==> config.mk <==
export PLATFORM = sky130hd
export DESIGN_NAME = fp_normalize_round
export DESIGN_NICKNAME = d
export VERILOG_FILES = /design/src/rtl/fp32_pkg.sv /design/src/rtl/fp_leading_zero_count.sv /design/src/rtl/fp_normalize_round.sv
export SDC_FILE = /design/constraint.sdc
export NUM_CORES = 1
export LEC_CHECK = 0
export CORE_MARGIN = 10
export CORE_UTILIZATION = 40
export CTS_CLUSTER_DIAMETER = 120
export CTS_CLUSTER_SIZE = 8
export DETAILED_ROUTE_END_ITERATION = 6
export SYNTH_ARGS = -nofsm -noshare
export SYNTH_HDL_FRONTEND = slang
export SYNTH_HIERARCHICAL = 1
export SYNTH_SLANG_ARGS = --single-unit
==> constraint.sdc <==
create_clock -name clk -period 15.7 [get_ports clk]
set_input_delay 1.57 -clock clk [delete_from_list [all_inputs] [get_ports clk]]
set_output_delay 1.57 -clock clk [all_outputs]
set_load 0.1 [all_outputs]
==> src/rtl/fp32_pkg.sv <==
// Shared single-precision constants, flag indices and the adder-to-normalizer
// raw-sum bundle used by floating_point_addition and fp_normalize_round.
package fp32_pkg;

  localparam int EXPO_W   = 8;
  localparam int MENT_W   = 23;
  localparam int EXP_BIAS = 127;
  localparam int EXP_MAX  = 255;

  localparam logic [31:0] QNAN    = 32'h7FC0_0000;
  localparam logic [31:0] POS_INF = 32'h7F80_0000;

  localparam int FLAG_INVALID   = 3;
  localparam int FLAG_OVERFLOW  = 2;
  localparam int FLAG_UNDERFLOW = 1;
  localparam int FLAG_INEXACT   = 0;

  typedef struct packed {
    logic              sign;
    logic [EXPO_W:0]   exp;
    logic [MENT_W+4:0] mant;
    logic              nan;
    logic              inf;
  } raw_sum_t;

  typedef enum logic [1:0] {
    KIND_FINITE = 2'd0,
    KIND_ZERO   = 2'd1,
    KIND_INF    = 2'd2,
    KIND_NAN    = 2'd3
  } val_kind_e;

  // NaN dominates infinity, which dominates an all-zero mantissa.
  function automatic val_kind_e classify(input logic nan, input logic inf, input logic zero);
    if (nan) begin
      classify = KIND_NAN;
    end else if (inf) begin
      classify = KIND_INF;
    end else if (zero) begin
      classify = KIND_ZERO;
    end else begin
      classify = KIND_FINITE;
    end
  endfunction

endpackage

==> src/rtl/fp_leading_zero_count.sv <==
// Parameterized combinational leading-zero counter; an all-zero vector
// reports WIDTH.
module fp_leading_zero_count #(
  parameter int WIDTH = 27,
  parameter int CW    = $clog2(WIDTH + 1)
) (
  input  logic [WIDTH-1:0] vec,
  output logic [CW-1:0]    count
);

  // Scan upward so the most significant set bit is the last to overwrite.
  always_comb begin
    count = CW'(WIDTH);
    for (int i = 0; i < WIDTH; i++) begin
      count = vec[i] ? CW'(WIDTH - 1 - i) : count;
    end
  end

endmodule

==> src/rtl/fp_normalize_round.sv <==
// Three-stage normalize / round-to-nearest-even / pack stage after the FP adder.
// Build option: define FP_NORM_FTZ_EN to flush tiny results to signed zero.
module fp_normalize_round
  import fp32_pkg::*;
#(
  parameter int DATA_WIDTH = 32,
  parameter int MENT_WIDTH = 23,
  parameter int EXPO_WIDTH = 8
) (
  input  logic                  clk,
  input  logic                  rst,
  input  logic                  in_valid,
  output logic                  in_ready,
  input  logic                  in_sign,
  input  logic [EXPO_WIDTH:0]   in_exp,
  input  logic [MENT_WIDTH+4:0] in_mant,
  input  logic                  in_nan,
  input  logic                  in_inf,
  output logic                  out_valid,
  input  logic                  out_ready,
  output logic [DATA_WIDTH-1:0] out_data,
  output logic [3:0]            out_flags
);

  localparam int MW  = MENT_WIDTH + 5;
  localparam int NW  = MENT_WIDTH + 4;
  localparam int SGW = MENT_WIDTH + 2;
  localparam int XW  = EXPO_WIDTH + 2;
  localparam int LZW = $clog2(NW + 1);
  localparam logic [XW-1:0] EXP_TOP = XW'((1 << EXPO_WIDTH) - 1);

`ifdef FP_NORM_FTZ_EN
  localparam logic FTZ = 1'b1;
`else
  localparam logic FTZ = 1'b0;
`endif

  logic                  adv;
  logic [LZW-1:0]        lz_count;

  logic                  s1_valid;
  logic                  s1_sign;
  logic [EXPO_WIDTH:0]   s1_exp;
  logic [MW-1:0]         s1_mant;
  logic [LZW-1:0]        s1_lz;
  val_kind_e             s1_kind;

  logic [NW-1:0]         norm_mant;
  logic [XW-1:0]         norm_exp;
  logic [XW-1:0]         sh_lim;
  logic [XW-1:0]         sh;

  logic                  s2_valid;
  logic                  s2_sign;
  val_kind_e             s2_kind;
  logic [XW-1:0]         s2_exp;
  logic [NW-1:0]         s2_mant;

  logic                  s3_valid;

  logic                  g_bit;
  logic                  r_bit;
  logic                  s_bit;
  logic                  lsb;
  logic                  inexact;
  logic                  tiny;
  logic                  inc;
  logic [SGW-1:0]        sig_rnd;
  logic [XW-1:0]         exp_rnd;
  logic                  hidden_rnd;
  logic [EXPO_WIDTH-1:0] exp_field;
  logic [DATA_WIDTH-1:0] inf_word;
  logic [DATA_WIDTH-1:0] nan_word;
  logic [DATA_WIDTH-1:0] res_data;
  logic [3:0]            res_flags;

  assign adv       = !s3_valid || out_ready;
  assign in_ready  = adv;
  assign out_valid = s3_valid;

  fp_leading_zero_count #(
    .WIDTH (NW),
    .CW    (LZW)
  ) u_lzc (
    .vec   (in_mant[NW-1:0]),
    .count (lz_count)
  );

  // Normalize: a carry shifts right with sticky folding, otherwise shift left
  // no further than the minimum normal exponent so tiny values stay subnormal.
  always_comb begin
    sh_lim    = '0;
    sh        = '0;
    norm_mant = s1_mant[NW-1:0];
    norm_exp  = {1'b0, s1_exp};
    if (s1_mant[MW-1]) begin
      norm_mant = {s1_mant[MW-1:2], s1_mant[1] | s1_mant[0]};
      norm_exp  = {1'b0, s1_exp} + XW'(1);
    end else begin
      sh_lim    = (s1_exp == '0) ? '0 : ({1'b0, s1_exp} - XW'(1));
      sh        = (XW'(s1_lz) < sh_lim) ? XW'(s1_lz) : sh_lim;
      norm_mant = s1_mant[NW-1:0] << sh;
      norm_exp  = {1'b0, s1_exp} - sh;
    end
  end

  // Round to nearest even and pack; specials and overflow override the finite path.
  always_comb begin
    g_bit      = s2_mant[2];
    r_bit      = s2_mant[1];
    s_bit      = s2_mant[0];
    lsb        = s2_mant[3];
    inexact    = g_bit | r_bit | s_bit;
    tiny       = ~s2_mant[NW-1];
    inc        = g_bit & (r_bit | s_bit | lsb);
    sig_rnd    = SGW'(s2_mant[NW-1:3]) + SGW'(inc);
    exp_rnd    = s2_exp + XW'(sig_rnd[SGW-1]);
    hidden_rnd = sig_rnd[SGW-1] | sig_rnd[SGW-2];
    exp_field  = hidden_rnd ? exp_rnd[EXPO_WIDTH-1:0] : '0;
    inf_word   = {s2_sign, {EXPO_WIDTH{1'b1}}, {MENT_WIDTH{1'b0}}};
    nan_word   = {1'b0, {EXPO_WIDTH{1'b1}}, 1'b1, {(MENT_WIDTH-1){1'b0}}};
    res_data   = '0;
    res_flags  = '0;
    case (s2_kind)
      KIND_NAN: begin
        res_data                = nan_word;
        res_flags[FLAG_INVALID] = 1'b1;
      end
      KIND_INF: begin
        res_data = inf_word;
      end
      KIND_ZERO: begin
        res_data = {s2_sign, {(DATA_WIDTH-1){1'b0}}};
      end
      KIND_FINITE: begin
        if (FTZ && tiny) begin
          res_data                  = {s2_sign, {(DATA_WIDTH-1){1'b0}}};
          res_flags[FLAG_UNDERFLOW] = 1'b1;
          res_flags[FLAG_INEXACT]   = 1'b1;
        end else if (hidden_rnd && (exp_rnd >= EXP_TOP)) begin
          res_data                 = inf_word;
          res_flags[FLAG_OVERFLOW] = 1'b1;
          res_flags[FLAG_INEXACT]  = 1'b1;
        end else begin
          res_data                  = {s2_sign, exp_field, sig_rnd[MENT_WIDTH-1:0]};
          res_flags[FLAG_UNDERFLOW] = tiny & inexact;
          res_flags[FLAG_INEXACT]   = inexact;
        end
      end
      default: begin
        res_data  = '0;
        res_flags = '0;
      end
    endcase
  end

  // Pipeline registers: every stage moves together on adv, bubbles included.
  always_ff @(posedge clk or posedge rst) begin
    if (rst) begin
      s1_valid  <= 1'b0;
      s1_sign   <= 1'b0;
      s1_exp    <= '0;
      s1_mant   <= '0;
      s1_lz     <= '0;
      s1_kind   <= KIND_FINITE;
      s2_valid  <= 1'b0;
      s2_sign   <= 1'b0;
      s2_kind   <= KIND_FINITE;
      s2_exp    <= '0;
      s2_mant   <= '0;
      s3_valid  <= 1'b0;
      out_data  <= '0;
      out_flags <= '0;
    end else if (adv) begin
      s1_valid  <= in_valid;
      s1_sign   <= in_sign;
      s1_exp    <= in_exp;
      s1_mant   <= in_mant;
      s1_lz     <= lz_count;
      s1_kind   <= classify(in_nan, in_inf, in_mant == '0);
      s2_valid  <= s1_valid;
      s2_sign   <= s1_sign;
      s2_kind   <= s1_kind;
      s2_exp    <= norm_exp;
      s2_mant   <= norm_mant;
      s3_valid  <= s2_valid;
      out_data  <= s2_valid ? res_data : '0;
      out_flags <= s2_valid ? res_flags : 4'b0000;
    end
  end

endmodule

# [Yosys cells after proc, flatten, opt, wreduce, memory -nomap -nowiden]
# Index checks and enable logic that the tools add are counted.
[op_classes] n_addsub=5 n_lt_le_gt_ge=2 n_eq_ne=3 shifts=1 mux=44 n_bitwise=9 n_reduce_logical=6
[op_table] operator="$mux 5" n=26
[op_table] operator="$pmux 32 s4" n=1
[op_table] operator="$mux 32" n=1
[op_table] operator="$mux 31" n=1
[op_table] operator="$mux 10" n=3
[op_table] operator="$logic_not 28->1" n=1
[op_table] operator="$mux 27" n=1
[op_table] operator="$shl 27x10->27" n=1
[op_table] operator="$add 24x1->25" n=1
[op_table] operator="$add 10x1->10" n=1
[op_table] operator="$add 9x1->10 const B" n=1
[op_table] operator="$ge 10x8->1 const B" n=1
[op_table] operator="$lt 5x10->1" n=1
[op_table] operator="$sub 9x1->10 const B" n=1
[op_table] operator="$sub 9x10->10" n=1
[op_table] operator="$logic_not 9->1" n=1
[op_table] operator="$mux 8" n=1
[op_table] operator="$mux 1" n=6
[op_table] operator="$or 1x1->1" n=6
[op_table] operator="$eq 2x2->1 const B" n=2
[op_table] operator="$mux 2" n=2
[op_table] operator="$mux 4" n=1
[op_table] operator="$mux 3" n=1
[op_table] operator="$and 1x1->1" n=2
[op_table] operator="other kinds (6)" n=6
[word_totals] ff_bits=124 inputBits=44 output_inout_bits=38 elab_cells=84

# [Longest topological paths before layout]
[depth] ltp_word=27 ltp_mapped=29 ltp_nobuf=26

# [Hierarchy]
# The synthesis kept the hierarchy.
[modules_own_cells] mod="fp_normalize_round" instances=1 cells_each=882 area_each_um2=7561.0 seq_area_each_um2=3103.0
[modules_own_cells] mod="fp_leading_zero_count" instances=1 cells_each=51 area_each_um2=277.8 seq_area_each_um2=0.0

# [Worst setup path before layout]
# Ideal clock, no wire load.
[synth_path] kind="register -> register" startpoint="register s1_exp[0]" endpoint="register s2_exp[9]" setup_time_ns=0.133 arrival_ns=4.884 required_time_ns=15.567 path_slack_ns=10.683 path_stages_with_launch=26 path_buffers=3 synth_period_minus_slack_ns=5.017 path_cell_list="dfrtp_1 -> or4_4 -> a21oi_1 -> inv_1 -> ha_1 -> a21o_1 -> a21oi_1 -> o21a_1 -> a21o_1 -> buf_2 -> a21o_1 -> clkinv_4 -> buf_6 -> buf_2 -> ha_1 -> nor2b_1 -> ha_1 -> a21o_1 -> a21oi_1 -> o21bai_1 -> a21oi_1 -> o21bai_1 -> a21oi_1 -> o21ai_0 -> xnor2_1 -> o21ai_0"
[synth_via] elab_chain_len=6 word_cells_on_any_way=8 cone_classes="add/sub (3); order compare (1); mux (3); reduce/logical (1)"
[synth_lines] item="start: declaration" line_no="fp_normalize_round.sv:43" rtl="logic [EXPO_WIDTH:0] s1_exp;"
[synth_lines] item="start signal: assignment" line_no="fp_normalize_round.sv:177" rtl="s1_exp <= in_exp;"
[synth_lines] item="$sub 9x1->10 / $logic_not 9->1 (equally long branches)" line_no="fp_normalize_round.sv:100" rtl="sh_lim = (s1_exp == '0) ? '0 : ({1'b0, s1_exp} - XW'(1));"
[synth_lines] item="$mux 10" line_no="fp_normalize_round.sv:100"
[synth_lines] item="$lt 5x10->1" line_no="fp_normalize_round.sv:101" rtl="sh = (XW'(s1_lz) < sh_lim) ? XW'(s1_lz) : sh_lim;"
[synth_lines] item="$mux 10" line_no="fp_normalize_round.sv:101"
[synth_lines] item="$sub 9x10->10" line_no="fp_normalize_round.sv:103" rtl="norm_exp = {1'b0, s1_exp} - sh;"
[synth_lines] item="$mux 10 (*)" line_no="fp_normalize_round.sv:96" rtl="if (s1_mant[MW-1]) begin"
[synth_lines] item="end signal: assignment" line_no="fp_normalize_round.sv:184" rtl="s2_exp <= norm_exp;"
[synth_lines] item="end: declaration" line_no="fp_normalize_round.sv:56" rtl="logic [XW-1:0] s2_exp;"
# Mark *: on every way between the ends. The rest lies on a longest branch, timed or not.
# A chain may end at the register's enable or synchronous reset.

# [Worst setup path in the final report]
# Ends and elaborated chain as after synthesis.

==> qor.log <==
[final_layout] antenna cell count 0
[sta] final setup violation count 0
[floorplanning] horizontal die dimension 160 um
[sta] fin worst setup slack 9.60 ns
[cts] Worst-path clk slew 0.06 ns
[hold_path] worst hold-check path type reg -> reg
[cts] number of buffers inserted during clock tree synthesis 17
[critical_path] CP arrival 6.37 ns
[pwr] switching power summed over all nets 0.000771 W
[route] number of iterations in the first detailed-routing pass 5
[grt] largest net degree at the start of global routing 75
[sta] final setup TNS 0 ns
[grt] total routing resource utilization after global routing 17.6%
[synth] fraction of synthesis flops using an asynchronous set or reset pin 100%
[critical_path] category of the most critical setup path reg -> reg
[critical_path] crit path capture type register
[route] overall via count from detail_route 6966
[critical_path] crit-path max FO 28
[floorplanning] starting density of the core 40.4%
[final_layout] Total Nets Final 1054
[pwr] Clock power frac 22.3%
[sta] normalized max-slew margin 33.0%
[synth] Synth cell types 77
[sta] Tmin final 6.10 ns
[synth] Mapped Nets 997
[grt] vias in the first global route 6950
[placed_design] pre-CTS worst setup slack 9.63 ns
[cts] count of clock tree sinks 124
[cts] CTS tree done
[cts] Post-CTS Resized 0
[sta] total count of hold-check failures in the final report 0
[route] post-route ant nets 0
[pwr] fraction of power consumed by combinational cells 45.7%
[synth] synthesized cell area 0.00784 mm2
[grt] total congestion overflow 0
[synth] number of instances in the synthesized netlist 933
[grt] antenna violations before repair 0
[synth] most used flip-flop cell after synthesis sky130_fd_sc_hd__dfrtp_1
[final_layout] share of post-route cells with drive strength above 1 7.09%
[sta] RSZ-0062 raised after global routing false
[pwr] share of total power in sequential cells 32.1%
[final_layout] Layout Cells excl Fill 1267
[synth] synthesis-stage register bit count 124
[synth] sequential-to-total area share from yosys stat 39.6%
[placed_design] weighted congestion reported at the end of routability-driven placement 0.940
[synth] post-synthesis average cell area 8.40 um2
[route] detailed-route wire length 22.2 mm
[sta] Fmax achieved 164 MHz
[synth] EDFF count, synth 0
[critical_path] required time reported for the critical path endpoint 15.97 ns
[status] status completed
[run] Max-cap violations 0
[cts] clock insertion delay at the later pin of the skew report 0.42 ns
[sta] Final Cycle Share 38.9%
[cts] post-CTS setup repair buffer count 0
[pwr] net switching share of the total power 45.6%
[route] DRC 0
[floorplanning] y dimension of the die 160 um
[critical_path] nature of the critical path startpoint register
[floorplanning] area of the core 0.0194 mm2
[placed_design] dpl cells 1236
[route] Starting DRT DRC Count 574
[placed_design] Port Buffers 81
[placed_design] HPWL after DPL 16.3 mm
[floorplanning] # rows 51
[route] WL per Instance 17.5 um
[cts] buffer depth of the longest clock path 2
[grt] first-pass GRT wire length 37.2 mm
[sta] number of max-slew violations in the final report 0
[cts] number of hold buffers added after CTS 0
[final_layout] area overhead of the layout relative to synthesis 19.8%
[floorplanning] DIE AREA 0.0256 mm2
[pwr] power density relative to cell area 180 mW/mm2
[pwr] internal power 0.000920 W
[floorplanning] top-level port count 82
[final_layout] final core utilization 48.4%
[synth] Yosys warnings 6
[sta] Setup Skew 0.00689 ns
[pwr] Max rail drop VDD 0.0992 mV
[cts] root buf cell sky130_fd_sc_hd__clkbuf_16
[route] via density per instance 5.50
[sta] worst-margin pin slew 1.00 ns
[cts] maximum level of the CTS H-tree 4
[pwr] cell leakage power 4.13 nW
[per-layer routing]
| metal | up-vias | part of all wire, % | GRT usage, % |
|---|---|---|---|
| li1 | 3446 | - | - |
| met1 | 3277 | 49 | 24.8 |
| met2 | 210 | 43 | 25.7 |
| met3 | 33 | 5.6 | 3.62 |
| met4 | 0 | 2.3 | 6.80 |
| met5 | - | 0 | 0 |
[final timing paths]
kind	to	from	slack, ns	depth (start not counted)
min in group asynchronous	out_data[28]$_DFFE_PP0P_	rst	1.61	2
worst max-delay path	s2_exp[9]$_DFFE_PP0P_	s1_exp[0]$_DFFE_PP0P_	9.60	25
worst min-delay path	out_flags[2]$_DFFE_PP0P_	out_flags[2]$_DFFE_PP0P_	0.47	2
worst min register to register	out_flags[2]$_DFFE_PP0P_	out_flags[2]$_DFFE_PP0P_	0.47	2
max in group asynchronous	s1_mant[13]$_DFFE_PP0P_	rst	12.74	3
worst max register to register	s2_exp[9]$_DFFE_PP0P_	s1_exp[0]$_DFFE_PP0P_	9.60	25
[layout by cell type (no fill, tap or decap), drive strengths merged, types with 9 or more instances in the layout]
| master | netlist | layout |
|---|---|---|
| a21oi | 53 | 53 |
| and3 | 17 | 17 |
| clkbuf | 35 | 20 |
| clkdlybuf4s50 | 0 | 81 |
| dfrtp | 124 | 124 |
| ha | 19 | 19 |
| inv | 28 | 28 |
| mux2 | 9 | 9 |
| mux2i | 40 | 40 |
| nand2 | 222 | 222 |
| nand3 | 26 | 26 |
| nand4 | 12 | 12 |
| nor2 | 57 | 57 |
| nor3 | 26 | 26 |
| nor4 | 16 | 16 |
| o21ai | 60 | 60 |
| o31ai | 9 | 9 |
| xnor2 | 20 | 20 |
| xor2 | 21 | 21 |
[cell usage after synthesis (4+ instances only)]
library cell	n	area [um2]
sky130_fd_sc_hd__inv_1	27	101
sky130_fd_sc_hd__and3_1	17	106
sky130_fd_sc_hd__mux2_2	9	101
sky130_fd_sc_hd__o21bai_1	4	30.0
sky130_fd_sc_hd__o22ai_1	5	31.3
sky130_fd_sc_hd__buf_2	6	30.0
sky130_fd_sc_hd__nor4_1	15	93.8
sky130_fd_sc_hd__nand3_1	26	130
sky130_fd_sc_hd__xor2_1	21	184
sky130_fd_sc_hd__a221o_1	7	70.1
sky130_fd_sc_hd__a31oi_1	6	37.5
sky130_fd_sc_hd__nor3_1	25	125
sky130_fd_sc_hd__ha_1	19	238
sky130_fd_sc_hd__nand2b_1	7	43.8
sky130_fd_sc_hd__a21oi_1	51	255
sky130_fd_sc_hd__nand4_1	12	75.1
sky130_fd_sc_hd__nand2_1	222	833
sky130_fd_sc_hd__a211oi_1	8	60.1
sky130_fd_sc_hd__dfrtp_1	124	3100
sky130_fd_sc_hd__buf_1	5	18.8
sky130_fd_sc_hd__nor2b_1	4	25.0
sky130_fd_sc_hd__xnor2_1	20	175
sky130_fd_sc_hd__a2111oi_0	5	43.8
sky130_fd_sc_hd__o21ai_0	58	290
sky130_fd_sc_hd__mux2i_1	39	390
sky130_fd_sc_hd__a221oi_1	6	52.6
sky130_fd_sc_hd__nor2_1	57	214
sky130_fd_sc_hd__o31ai_1	8	60.1
sky130_fd_sc_hd__a21o_1	7	52.6
sky130_fd_sc_hd__clkbuf_1	35	131
[registers in the layout (all words and copies together), names as in the netlist, 4 cells and up]
signal     count
s1_lz          5
out_data      32
s1_mant       28
out_flags      4
s1_exp         9
s2_exp        10
s2_mant       27
[per-stage QoR]
stage / power (W) / cell area, um2 / hold slack (ns)
after detailed placement: 0.00131 / 8820 / 0.458
after global routing: 0.00181 / 9390 / 0.507
after CTS: 0.00170 / 9390 / 0.472
after floorplan: 0.00111 / 7840 / 0.439
after global placement: 0.00131 / 8820 / 0.452
final: 0.00169 / 9390 / 0.471
[cell type report]
| class | count | area (um2) |
|---|---|---|
| repair buffers | 89 | 871 |
| fillers | 1960 | 10000 |
| clock buffers | 20 | 447 |
| flip-flops and latches | 124 | 3100 |
| clock inverters | 11 | 121 |
| well taps | 265 | 332 |
| inverters | 29 | 116 |
| multi-input cells | 729 | 4400 |
[critical path, cell delays in order (launching register included)]
cell	delay [ns]
sky130_fd_sc_hd__dfrtp_1	0.43
sky130_fd_sc_hd__inv_1	0.13
sky130_fd_sc_hd__ha_1	0.15
sky130_fd_sc_hd__nor4b_1	0.40
sky130_fd_sc_hd__and2_1	0.23
sky130_fd_sc_hd__a21oi_1	0.09
sky130_fd_sc_hd__inv_1	0.08
sky130_fd_sc_hd__ha_1	0.23
sky130_fd_sc_hd__a21o_1	0.16
sky130_fd_sc_hd__a21oi_1	0.14
sky130_fd_sc_hd__o21a_1	0.26
sky130_fd_sc_hd__a21o_1	0.25
sky130_fd_sc_hd__a21o_1	0.71
sky130_fd_sc_hd__clkinv_4	0.42
sky130_fd_sc_hd__ha_1	0.40
sky130_fd_sc_hd__nor2b_1	0.22
sky130_fd_sc_hd__ha_1	0.27
sky130_fd_sc_hd__a21o_1	0.15
sky130_fd_sc_hd__a21oi_1	0.22
sky130_fd_sc_hd__o21bai_1	0.09
sky130_fd_sc_hd__a21oi_1	0.22
sky130_fd_sc_hd__o21bai_1	0.09
sky130_fd_sc_hd__a21oi_1	0.21
sky130_fd_sc_hd__o21ai_0	0.14
sky130_fd_sc_hd__xnor2_1	0.15
sky130_fd_sc_hd__o21ai_0	0.08
[power by group through the flow]
stage	sequential [W]	clock (W)	combinational, W
finish	0.000542	0.000376	0.000772
global route	0.000558	0.000401	0.000849
CTS	0.000540	0.000386	0.000774
detailed placement	0.000544	0	0.000770
global placement	0.000542	0	0.000768
floorplan	0.000671	0	0.000438
[kinds of logic (layout without fill, tap and decap cells)]
kind of cell / after synthesis / after routing / synth area share, %
AO/OA/AOI/OAI: 213 / 213 / 18.4
XOR/XNOR: 41 / 41 / 4.58
adder cells (fa/ha/maj): 20 / 20 / 3.29
buffers and inverters: 80 / 149 / 4.49
flip-flops: 124 / 124 / 39.6
multiplexers: 49 / 49 / 6.56
AND/OR/NAND/NOR: 406 / 406 / 23.1
Note: power is estimated with default switching activity, not from simulation.
